[config.mk]
export PLATFORM = sky130hd
export DESIGN_NAME = mesi_emissor
export DESIGN_NICKNAME = d
export VERILOG_FILES = /design/src/rtl/mesi_emissor.sv
export SDC_FILE = /design/constraint.sdc
export NUM_CORES = 1
export LEC_CHECK = 0
export ABC_AREA = 1
export BUFFER_PORTS_ARGS = -buffer_cell sky130_fd_sc_hd__clkbuf_2
export CORE_ASPECT_RATIO = 1.4
export CORE_MARGIN = 4
export CORE_UTILIZATION = 52
export CTS_CLUSTER_DIAMETER = 200
export DETAILED_ROUTE_END_ITERATION = 10
export HOLD_SLACK_MARGIN = 0.06
export MAX_ROUTING_LAYER = met4
export PLACE_DENSITY_LB_ADDON = 0.3
export SLEW_MARGIN = 15
export SYNTH_ARGS = -nofsm -noshare
export SYNTH_HDL_FRONTEND = slang
export SYNTH_SLANG_ARGS = --single-unit
export TNS_END_PERCENT = 100
[constraint.sdc]
create_clock -name clock -period 1.8 [get_ports clock]
set_input_delay 0.18 -clock clock [delete_from_list [all_inputs] [get_ports clock]]
set_output_delay 0.18 -clock clock [all_outputs]
set_load 0.05 [all_outputs]
[src/rtl/mesi_emissor.sv]
// Processor-side MESI controller for a small direct-mapped cache: CPU lookup, bus requests,
// victim write-back and snoop updates. Optional hit/miss counters under MESI_STATS_EN.
module mesi_emissor #(
  parameter int unsigned IDX_W = 2,
  parameter int unsigned TAG_W = 4
) (
  input  logic                   clock,
  input  logic                   reset,
  input  logic                   cpu_req,
  input  logic                   cpu_we,
  input  logic [TAG_W+IDX_W-1:0] cpu_addr,
  output logic                   cpu_ready,
  output logic                   cpu_done,
  output logic                   bus_valid,
  output logic [1:0]             bus_msg,
  output logic [TAG_W+IDX_W-1:0] bus_addr,
  input  logic                   bus_ack,
  input  logic                   bus_shared,
  output logic                   wb,
  input  logic                   snp_valid,
  input  logic [IDX_W-1:0]       snp_index,
  input  logic [1:0]             snp_state,
`ifdef MESI_STATS_EN
  output logic [15:0]            hit_cnt,
  output logic [15:0]            miss_cnt,
`endif
  output logic [1:0]             line_state
);

  localparam int unsigned AW    = TAG_W + IDX_W;
  localparam int unsigned Lines = 2 ** IDX_W;

  localparam logic [1:0] MesiM = 2'b00;
  localparam logic [1:0] MesiE = 2'b01;
  localparam logic [1:0] MesiS = 2'b10;
  localparam logic [1:0] MesiI = 2'b11;

  localparam logic [1:0] MsgRm = 2'b01;
  localparam logic [1:0] MsgWh = 2'b10;
  localparam logic [1:0] MsgWm = 2'b11;

  typedef enum logic [2:0] {StIdle, StCheck, StWback, StBusreq, StDone} st_e;

  st_e              st_q, st_d;
  logic             we_q;
  logic [AW-1:0]    addr_q;
  logic [1:0]       msg_q;
  logic [AW-1:0]    bus_addr_q;
  logic [1:0]       line_q [Lines];
  logic [TAG_W-1:0] tag_q  [Lines];

  logic [IDX_W-1:0] req_idx;
  logic [TAG_W-1:0] req_tag;
  logic [1:0]       cur;
  logic             hit;
  logic [1:0]       fill_state;

  assign req_idx    = addr_q[IDX_W-1:0];
  assign req_tag    = addr_q[AW-1:IDX_W];
  assign cur        = line_q[req_idx];
  assign hit        = (cur != MesiI) && (tag_q[req_idx] == req_tag);
  assign fill_state = (msg_q == MsgRm) ? (bus_shared ? MesiS : MesiE) : MesiM;
  assign line_state = line_q[cpu_addr[IDX_W-1:0]];
  assign bus_msg    = msg_q;
  assign bus_addr   = bus_addr_q;

  always_ff @(posedge clock) begin
    if (reset) st_q <= StIdle;
    else       st_q <= st_d;
  end

  always_comb begin
    st_d = st_q;
    unique case (st_q)
      StIdle:   if (cpu_req) st_d = StCheck;
      StCheck: begin
        if (hit)              st_d = (we_q && cur == MesiS) ? StBusreq : StDone;
        else if (cur == MesiM) st_d = StWback;
        else                  st_d = StBusreq;
      end
      StWback:  if (bus_ack) st_d = StBusreq;
      StBusreq: if (bus_ack) st_d = StDone;
      StDone:   st_d = StIdle;
      default:  st_d = StIdle;
    endcase
  end

  always_comb begin
    cpu_ready = (st_q == StIdle);
    cpu_done  = (st_q == StDone);
    bus_valid = (st_q == StBusreq);
    wb        = (st_q == StWback);
  end

  // Snoop write first so a same-cycle CPU-side write to the same line overrides it.
  always_ff @(posedge clock) begin
    if (reset) begin
      we_q       <= 1'b0;
      addr_q     <= '0;
      msg_q      <= 2'b00;
      bus_addr_q <= '0;
      for (int i = 0; i < Lines; i++) begin
        line_q[i] <= MesiI;
        tag_q[i]  <= '0;
      end
    end else begin
      if (snp_valid) line_q[snp_index] <= snp_state;
      case (st_q)
        StIdle: begin
          if (cpu_req) begin
            we_q   <= cpu_we;
            addr_q <= cpu_addr;
          end
        end
        StCheck: begin
          if (hit) begin
            if (we_q && cur == MesiE) line_q[req_idx] <= MesiM;
            if (we_q && cur == MesiS) begin
              msg_q      <= MsgWh;
              bus_addr_q <= addr_q;
            end
          end else begin
            msg_q      <= we_q ? MsgWm : MsgRm;
            bus_addr_q <= (cur == MesiM) ? {tag_q[req_idx], req_idx} : addr_q;
          end
        end
        StWback: begin
          if (bus_ack) begin
            line_q[req_idx] <= MesiI;
            bus_addr_q      <= addr_q;
          end
        end
        StBusreq: begin
          if (bus_ack) begin
            line_q[req_idx] <= fill_state;
            tag_q[req_idx]  <= req_tag;
          end
        end
        default: ;
      endcase
    end
  end

`ifdef MESI_STATS_EN
  logic [15:0] hit_cnt_q, miss_cnt_q;

  always_ff @(posedge clock) begin
    if (reset) begin
      hit_cnt_q  <= '0;
      miss_cnt_q <= '0;
    end else if (st_q == StCheck) begin
      if (hit && hit_cnt_q != 16'hffff)        hit_cnt_q  <= hit_cnt_q + 16'd1;
      else if (!hit && miss_cnt_q != 16'hffff) miss_cnt_q <= miss_cnt_q + 16'd1;
    end
  end

  assign hit_cnt  = hit_cnt_q;
  assign miss_cnt = miss_cnt_q;
`endif

endmodule

==> results of run 1 <==
[Yosys cell counts]
master | count | area (sq um)
inv_2 | 3 | 11.3
nand2_2 | 14 | 87.6
nand2_4 | 3 | 33.8
nor3_1 | 4 | 20.0
nand3_1 | 30 | 150
nor2_1 | 29 | 109
nor2_8 | 1 | 20.0
clkinv_1 | 3 | 11.3
o21ai_4 | 1 | 16.3
inv_1 | 25 | 93.8
nor2_4 | 1 | 11.3
o22ai_1 | 2 | 12.5
a21oi_1 | 17 | 85.1
nand2_1 | 86 | 323
nand4_1 | 5 | 31.3
edfxtp_1 | 24 | 721
o31ai_1 | 1 | 7.51
a211oi_1 | 1 | 7.51
dfxtp_1 | 20 | 400
nand3_2 | 6 | 60.1
buf_6 | 1 | 11.3
o21ai_1 | 3 | 15.0
clkbuf_1 | 6 | 22.5
o21ai_0 | 30 | 150
[logic make-up after synthesis]
kind of cell,after synthesis,synth area share (%)
buffers and inverters,38,6.23
AO/OA/AOI/OAI,55,12.2
AND/OR/NAND/NOR,179,35.1
flip-flops,44,46.5
[per-layer routing]
layer  part of all wire (%)  track usage [%]  routed length, um  vias to the layer above
met5                      0                -                  0                        -
met4                    3.8             11.1                238                        0
met3                    4.5             3.94                284                       22
met2                     55             41.2               3470                       63
met1                     37             25.0               2320                     1105
li1                       -                -                  -                     1196
[per-stage QoR]
step                      hold slack, ns  total power [W]  setup slack (ns)  instances  cell area, sq um
final                             0.0927          0.00358            -0.141        447              3190
after detailed placement           0.410          0.00262            -0.138        432              2860
after floorplan                    0.364          0.00217            0.0189        316              2430
after global placement             0.407          0.00260           -0.0680        432              2860
after CTS                         0.0830          0.00346            -0.108        445              3050
after global routing               0.103          0.00378            -0.244        447              3190
[state kept, by name, indices dropped and copies added, names as in the netlist, named ones only]
signal and flops:
bus_msg 2, line_q 8, addr_q 6, tag_q 16
we_q 1, st_q 3, bus_addr 6
[placed cells by master (no fill, tap or decap), drive strengths merged]
master and n:
nand2 103, buf 38, nand3 36, clkbuf 35, o21ai 34, nor2 31
inv 29, edfxtp 24, dfxtp 20, a21oi 17, nand4 5, clkinv 4
nor3 4, o22ai 2, o31ai 1, a211oi 1, bufinv 1
[path summary, 6_finish.rpt]
kind	from	endpoint	slack [ns]	cells after the start
worst max-delay path	register	bus_addr[5]$_SDFFE_PP0P_	-0.14	13
worst min-delay path	reset	st_q[2]$_SDFFE_PP0P_	0.09	2
worst max register to register	register	bus_addr[5]$_SDFFE_PP0P_	-0.14	13
worst min register to register	bus_addr[0]$_SDFFE_PP0P_	bus_addr[0]$_SDFFE_PP0P_	0.48	2
[final cells by class]
type	count	area [sq um]	area share (%)
Multi-Input combinational cell	234	1310	40.9
Sequential cell	44	1120	35.3
Timing Repair Buffer	68	450	14.1
Inverter	31	119	3.73
Tap cell	62	77.6	2.43
Clock buffer	5	68.8	2.16
Clock inverter	3	42.5	1.33
[power by group through the flow]
| stage | Clock, W | Combinational (W) | Sequential (W) |
|---|---|---|---|
| finish | 0.000775 | 0.00153 | 0.00128 |
| global route | 0.000817 | 0.00167 | 0.00129 |
| CTS | 0.000772 | 0.00142 | 0.00127 |
| detailed placement | 0 | 0.00134 | 0.00129 |
| global placement | 0 | 0.00132 | 0.00129 |
| floorplan | 0 | 0.000807 | 0.00136 |
[repair_timing]
action | CTS | global route
setup buffers | 5 | 2
setup endpoints to repair | 23 | 39
gates resized for setup | 20 | 35
gates cloned | 0 | 0
pin swaps | 14 | 12
==> reports/metrics.cfg, run 1 <==
[status]
outcome=finished, violations left
failed_checks=negative setup slack

[cells_and_area]
post-route-util_pct=70.9
diodes=0
fillers=403
drive_gt1_share_pct=36.4
syn_to_final_growth_pct=32.2
layout.nets=401

[global_routing]
antenna_found_initial=0
gr-total-overflow=0
grt_start_max_net_pins=15
grt_pass1_wl_um=9870
grtUsageTotal_pct=23.2
grt_pass1_vias=2230

[route]
routed_wl_um=6320
detail-route-antenna-nets=0
drt_iter0_markers=133
first_pass_iters=4
drc=0
avgViaCountPerCell=5.34
wire_per_inst_um=14.1
vias=2386

[floorplan]
initial_utilization_pct=53.6
core-area_sq_um=4500
dieWidth_um=65.6
die_y_um=88.6
fp-row-count=29
die_area_sq_um=5810
io_pins=31

[clock_network]
cts_root_buffer=clkbuf_8
clockBufferDepth=2
cts_made_buffers=5
insertion_delay_ns=0.31
cts_sinks=44
tritoncts=yes
cts_max_level=2
clkTransAtPathRegs_ns=0.08
postCtsHoldBufs=0

[timing]
setup_viol=26
grt_setup_unrepaired=yes
finClkSkew_ns=0.00917
timing_hold_violations_final=0
clock.fmax_mhz=515
slew_viol_final=0
period_needed_ns=1.94
setup_ws_ns=-0.141
slew_headroom_pct=72.4
worst_pin_slew_ns=0.413
setup_tns_ns=-2.59
finalCritPeriodShare_pct=108

[critical_path]
worst-path-buf-inv=5
crit_family=buffers and inverters
cp_max_fo=6
cp-end-kind=register
cp_data_arrival_time_ns=2.19
worstSetupPathType=register to register
max_stage_delay_ns=0.40
cp_cell_sequence=buf_8, nand2_2, nand3_2, nand2_2, buf_4, buf_4, buf_4, nand3_1, nand3_2, nand2_4, buf_4, nand3_1, a21oi_2
cp.required_ns=2.05
critPathMostFrequentCell=buf_4
cpMaxStageDelayCell=dfxtp_4
worstSetupStartpointType=register

[place]
dp_hpwl_um=4600
routabilityCongestion=0.981
io_buffers=30

[synth]
ys_ff_latch=44
yosysWarnings=0
synth_area_sq_um=2410
avgSynthCellArea_sq_um=7.63
netlist_instances=316
yosysSeqAreaShare_pct=46.5
synth.net_count=333
ys_types=24

[power_and_ir_drop]
intPower_w=0.00215
pwr-share-seq_pct=35.6
ir_drop_mv=0.815
power_density_nw_per_um2=1120
clkPwrFrac_pct=21.6
pwr-share-comb_pct=42.8
power_switching_w=0.00144
leakage_nw=1.39
p_sw_share_pct=40.0

[worst_hold_path]
hold_class=input port to register

[job]
max_cap_viol_count=0

No activity file was read; power rests on OpenSTA's default activity.
==> inputs of run 2 (changes only) <==
CORE_MARGIN = 2   (was 4)
CORE_UTILIZATION = 54   (was 52)
CTS_BUF_LIST = sky130_fd_sc_hd__clkbuf_2   (was unset)
==> run 2 against run 1 <==
  * The flow still finishes with violations (negative setup slack)
  * Combinational power rose by 5%
  * Global-route usage grew 3.3 points
  * Power fell by 3.8%
  * Via count decreased by 1.7%
  * Setup slack got worse by 0.035 ns
  * Flip-flop and latch count unchanged
  * Non-clock buffer count rose by 1
  * Final cell count fell by 0.22%
  * Cell area up 0.86%
  * Sequential power is essentially flat
  * Largest cell class unchanged
  * Highest routed layer unchanged
==> reports/metrics.cfg, run 2 (synthesis gave the netlist of run 1 again) <==
[status]
outcome=finished, violations left
failed_checks=negative setup slack

[place]
io_buffers=30  ; unchanged
dpl_cell_area_sq_um=2840  ; -0.44%
routabilityCongestion=0.850  ; -13%
dp_hpwl_um=4510  ; -1.8%

[route]
detail-route-antenna-nets=0  ; unchanged
routed_wl_um=6030  ; -4.5%
first_pass_iters=4  ; unchanged
avgViaCountPerCell=5.26  ; -1.5%
vias=2345  ; -1.7%
drt_iter0_markers=104  ; -22%
drc=0  ; unchanged
wire_per_inst_um=13.5  ; -4.3%

[cells_and_area]
layout_commonest_cell=nand2_1
layout.nets=402  ; +0.25%
top_register=tag_q
reg_top3=tag_q (16), line_q (8)
drive_gt1_share_pct=35.0  ; -1.4 points
diodes=0  ; unchanged
syn_to_final_growth_pct=33.4
layout_common_cells=nand2_1, clkbuf_2, buf_4
fillers=335  ; -17%
largest_reg_flops=16  ; unchanged
final_cell_area_sq_um=3220  ; +0.86%
post-route-util_pct=75.2  ; +4.4 points

[floorplan]
core-area_sq_um=4270  ; -5.0%
fp-row-count=28  ; -3.4%
die_area_sq_um=5020  ; -13%
io_pins=31  ; unchanged
dieWidth_um=60.5  ; -7.7%
die_y_um=83.1  ; -6.2%
initial_utilization_pct=56.4  ; +2.8 points

[critical_path]
max_stage_delay_ns=0.43  ; +0.03 ns
worstSetupPathType=register to register
cp_max_fo=6  ; unchanged
cp-end-kind=register
rr_worst_depth=13  ; unchanged
critical_path_cell_count=13  ; unchanged
reg2reg_to=line_q[3][0]$_DFFE_PP_
worstSetupStartpointType=register
cp_data_arrival_time_ns=2.21  ; +0.02 ns
cpMaxStageDelayCell=dfxtp_4
regToRegSetupSlack_ns=-0.18  ; -0.04 ns
critPathMostFrequentCell=nand2_2
crit_family=simple AND/OR/NAND/NOR gates
worst-path-buf-inv=2  ; -3
cp_cell_sequence=buf_6, nand2_2, nand3_1, nand2_2, inv_2, nand2_2, nand2_2, nor2_4, nand2_4, o21ai_4, nand3_2, o21ai_1, nand2_1
critPathCapture=line_q[3][0]$_DFFE_PP_
cp.required_ns=2.03  ; -0.02 ns

[power_and_ir_drop]
leakage_nw=1.41  ; +1.5%
pwr-share-seq_pct=36.6  ; +1.0 points
power_density_nw_per_um2=1070  ; -4.6%
clkPwrFrac_pct=17.0  ; -4.6 points
intPower_w=0.00201  ; -6.3%
p_total_w=0.00345  ; -3.8%
p_sw_share_pct=41.6  ; +1.6 points
ir_drop_mv=0.761  ; -6.5%
power_switching_w=0.00144  ; about the same
pwr-share-comb_pct=46.4  ; +3.6 points

[clock_network]
cts_sinks=44  ; unchanged
cts_max_level=2  ; unchanged
insertion_delay_ns=0.43  ; +0.12 ns
clkTransAtPathRegs_ns=0.24  ; +0.16 ns
cts_made_buffers=5  ; unchanged
clockBufferDepth=2  ; unchanged
cts_root_buffer=clkbuf_2
tritoncts=yes

[timing]
finClkSkew_ns=0.0180  ; +0.00885 ns
worst_pin_slew_ns=0.385  ; -0.0276 ns
slew_headroom_pct=74.3  ; +1.8 points
setup_viol=25  ; -3.8%
period_needed_ns=1.98  ; +0.0353 ns
setup_tns_ns=-2.91  ; -0.319 ns
clock.fmax_mhz=506  ; -1.8%
grt_setup_unrepaired=yes
timing_hold_violations_final=0  ; unchanged
finalCritPeriodShare_pct=110  ; +2.0 points
slew_viol_final=0  ; unchanged
setup_ws_ns=-0.177  ; -0.0353 ns

[worst_hold_path]
hold_class=input port to register

[global_routing]
grt_pass1_wl_um=9890  ; +0.14%
grt_pass1_vias=2266  ; +1.6%
antenna_found_initial=0  ; unchanged
grtUsageTotal_pct=26.6  ; +3.3 points
grt_start_max_net_pins=16  ; +1
gr-total-overflow=0  ; unchanged

[job]
max_cap_viol_count=0  ; unchanged

-- run 2: cell types whose count changed in the layout (fill, tap and decap cells not counted), moves of 4 or more --
cell,change
nand2_2,-5
clkbuf_2,+5
o21ai_1,+4
buf_4,-5
nand3_4,+4
dlygate4sd3_1,+5
nand3_1,-6
clkbuf_8,-5
nand2_1,+5
-- run 2: area by class of cell --
type	instances	area [sq um]	area share, %
well taps	60	75.1	2.33
clock inverters	3	47.5	1.48
inverters	31	121	3.77
repair buffers	69	479	14.9
flip-flops and latches	44	1130	35.0
clock buffers	5	25.0	0.778
multi-input cells	234	1340	41.7
-- run 2: worst min-delay path: stages --
cell,delay (ns)
clkbuf_2,0.13
o21ai_2,0.07
nand2_1,0.05
-- run 2: timing repair --
item                                    in CTS  in global routing
pin swaps                                    6                 17
endpoints found under the hold margin       12                  0
hold buffers                                 5                  0
endpoints found under the setup margin      24                 28
buffers inserted                             3                  3
resized for setup                           31                 28
-- run 2: per-layer routing --
layer | routed length, um | track usage [%] | up-vias
met2 | 3440 | 45.4 | 52
met1 | 2210 | 29.0 | 1084
met3 | 206 | 5.30 | 17
met5 | 0 | - | -
met4 | 179 | 11.1 | 0
li1 | - | - | 1192
-- run 2: per-stage QoR --
| stage | worst slack, ns | std cells | hold slack (ns) |
|---|---|---|---|
| 4_1_cts | -0.0936 | 443 | 0.0712 |
| 3_5_place_dp | -0.175 | 427 | 0.467 |
| 5_1_grt | -0.305 | 446 | 0.0751 |
| 6_report | -0.177 | 446 | 0.0785 |
| 3_3_place_gp | -0.0862 | 427 | 0.466 |
| 2_1_floorplan | 0.0189 | 316 | 0.364 |
-- run 2: power groups by stage --
stage	Combinational (W)	Clock (W)	Sequential, W
after global placement	0.00134	0	0.00127
after detailed placement	0.00136	0	0.00127
after CTS	0.00146	0.000593	0.00126
after global routing	0.00174	0.000628	0.00128
final	0.00160	0.000587	0.00126
after floorplan	0.000807	0	0.00136
-- run 2: worst min path at each step --
stage / startpoint / endpoint / slack, ns / cells after the start
global placement: cpu_addr[2] / addr_q[2]$_SDFFE_PP0P_ / 0.47 / 3
detailed placement: cpu_addr[5] / addr_q[5]$_SDFFE_PP0P_ / 0.47 / 3
global route: cpu_addr[0] / register / 0.08 / 3
floorplan: bus_ack / st_q[0]$_SDFFE_PP0P_ / 0.36 / 3
finish: snp_state[0] / line_q[0][0]$_DFFE_PP_ / 0.08 / 3
CTS: snp_state[1] / line_q[2][1]$_DFFE_PP_ / 0.07 / 3
==> inputs of run 3 (changes only) <==
CORE_MARGIN = 1.5   (was 2)
==> run 3 against run 2 <==
  * The run still ends with negative setup slack left
  * First-iteration DRC count shrank 12%
  * Clock power down 1%
  * Cell area shrank 1.6%
  * Count of clock-buffer cells in the layout did not move
  * Worst hold slack improved by 0.020 ns
  * Largest cell class unchanged
  * Critical path depth fell by 1
  * Global-route usage up 1.3 points
  * Sequential share of layout area grew 0.55 points
  * Combinational power fell by 4%
  * Wire length is 1.5% higher
  * Via count is 0.17% higher
  * Fmax rose by 5.1%
==> reports/metrics.cfg, run 3 (synthesis gave the netlist of run 1 again) <==
[status]
outcome=finished, violations left
failed_checks=negative setup slack

[cells_and_area]
syn_to_final_growth_pct=31.3
multiInputGateArea_sq_um=1310  ; -2.6%
diodes=0  ; unchanged
largest_reg_flops=16  ; unchanged
post-route-util_pct=74.1  ; -1.2 points
final_cell_area_sq_um=3170  ; -1.6%
reg_top3=tag_q (16), line_q (8)
stdcell_count=445  ; -0.22%
layout_common_cells=nand2_1, clkbuf_2, buf_4
drive_gt1_share_pct=34.3  ; -0.69 points
fillers=353  ; +5.4%
layout_commonest_cell=nand2_1
top_register=tag_q
seq_area_sq_um=1130  ; unchanged
layout.nets=401  ; -0.25%

[critical_path]
cpMaxStageDelayCell=dfxtp_2
crit_family=simple AND/OR/NAND/NOR gates
cp_max_fo=6  ; unchanged
worstSetupStartpointType=register
cp-end-kind=register
worst-path-buf-inv=1  ; -1
cp.required_ns=2.03  ; about the same
worstSetupPathType=register to register
cp_data_arrival_time_ns=2.11  ; -0.10 ns
cp_cell_sequence=inv_2, nand3_4, nand2_4, nand2_2, nand2_2, nand2_4, nor2_8, nand2_4, o21ai_4, nand3_2, o21ai_1, nand2_1
critPathMostFrequentCell=nand2_4
max_stage_delay_ns=0.40  ; -0.03 ns

[timing]
setup_tns_ns=-0.772  ; +2.14 ns
grt_setup_unrepaired=yes
finClkSkew_ns=0.0164  ; -0.00165 ns
timing_hold_violations_final=0  ; unchanged
setup_viol=16  ; -36%
finalCritPeriodShare_pct=105  ; -5.3 points
slew_viol_final=0  ; unchanged
period_needed_ns=1.88  ; -0.0951 ns
setup_ws_ns=-0.0815  ; +0.0951 ns
worst_pin_slew_ns=0.479  ; +0.0933 ns
slew_headroom_pct=68.0  ; -6.2 points
clock.fmax_mhz=531  ; +5.1%

[power_and_ir_drop]
p_sw_share_pct=41.6  ; about the same
power_density_nw_per_um2=1070  ; -0.56%
ir_drop_mv=0.776  ; +2.0%
leakage_nw=1.38  ; -2.2%
pwr-share-comb_pct=45.4  ; -1.0 points
intPower_w=0.00197  ; -2.1%
pwr-share-seq_pct=37.4  ; +0.8 points
power_switching_w=0.00140  ; -2.2%
p_total_w=0.00338  ; -2.1%
clkPwrFrac_pct=17.2  ; +0.2 points

[floorplan]
io_pins=31  ; unchanged
dieWidth_um=59.5  ; -1.7%
core-area_sq_um=4270  ; unchanged
die_area_sq_um=4880  ; -2.8%
die_y_um=82.1  ; -1.2%
initial_utilization_pct=56.4  ; unchanged
fp-row-count=28  ; unchanged

[route]
drt_iter0_markers=92  ; -12%
first_pass_iters=4  ; unchanged
avgViaCountPerCell=5.28  ; +0.40%
wire_per_inst_um=13.8  ; +1.8%
vias=2349  ; +0.17%
routed_wl_um=6120  ; +1.5%
detail-route-antenna-nets=0  ; unchanged
drc=0  ; unchanged

[global_routing]
grtUsageTotal_pct=27.9  ; +1.3 points
grt_start_max_net_pins=16  ; unchanged
gr-total-overflow=0  ; unchanged
antenna_found_initial=0  ; unchanged
grt_pass1_wl_um=9850  ; -0.34%
grt_pass1_vias=2247  ; -0.84%

[worst_hold_path]
hold_class=input port to register

[place]
io_buffers=30  ; unchanged
routabilityCongestion=0.865  ; +1.8%
dp_hpwl_um=4510  ; about the same
dpl_cell_area_sq_um=2840  ; unchanged
dp_cells=427  ; unchanged

[clock_network]
cts_root_buffer=clkbuf_2
cts_sinks=44  ; unchanged
tritoncts=yes
cts_max_level=2  ; unchanged
insertion_delay_ns=0.42  ; about the same
clkTransAtPathRegs_ns=0.24  ; about the same
clockBufferDepth=2  ; unchanged
cts_made_buffers=5  ; unchanged

[job]
max_cap_viol_count=0  ; unchanged

[run 3: through the flow]
stage                     hold slack, ns  worst slack (ns)
final                             0.0984           -0.0815
after global routing              0.0806            -0.206
after CTS                         0.0785           -0.0615
after detailed placement           0.466            -0.113
after global placement             0.467           -0.0742
after floorplan                    0.364            0.0189
[run 3: what timing repair did]
| item | 4_1_cts | 5_1_grt |
|---|---|---|
| gates resized for setup | 25 | 25 |
| setup buffers | 3 | 2 |
| endpoints found under the hold margin | 12 | 0 |
| endpoints found under the setup margin | 23 | 40 |
| pin swaps | 14 | 17 |
| hold buffers | 5 | 0 |
[run 3: worst register-to-register path, cell delays in order, from the launching register on]
cell and delay, ns:
dfxtp_2 0.40, inv_2 0.18, nand3_4 0.13, nand2_4 0.09, nand2_2 0.05, nand2_2 0.08
nand2_4 0.07, nor2_8 0.09, nand2_4 0.06, o21ai_4 0.21, nand3_2 0.16, o21ai_1 0.11
nand2_1 0.06
[run 3: worst paths after layout]
path / startpoint / to / slack [ns] / depth (start not counted)
max: register / line_q[3][0]$_DFFE_PP_ / -0.08 / 12
min: snp_state[1] / line_q[3][1]$_DFFE_PP_ / 0.1 / 3
max reg2reg: register / line_q[3][0]$_DFFE_PP_ / -0.08 / 12
min reg2reg: bus_addr[0]$_SDFFE_PP0P_ / bus_addr[0]$_SDFFE_PP0P_ / 0.50 / 2
[run 3: per-layer routing]
layer	track usage (%)	share of wire, %
met2	49.1	56
met3	4.09	3.5
met4	14.5	2.9
met1	29.4	38
met5	-	0
[run 3: power groups by stage]
stage / Sequential [W] / Clock [W] / Combinational, W
final: 0.00126 / 0.000580 / 0.00153
after global routing: 0.00128 / 0.000625 / 0.00167
after CTS: 0.00126 / 0.000583 / 0.00143
after detailed placement: 0.00127 / 0 / 0.00135
after global placement: 0.00127 / 0 / 0.00133
after floorplan: 0.00136 / 0 / 0.000807
[run 3: layout make-up]
type	instances	share of cell area, %
inverters	31	3.83
multi-input cells	234	41.3
clock buffers	5	0.791
repair buffers	68	14.7
flip-flops and latches	44	35.6
clock inverters	3	1.50
well taps	60	2.37
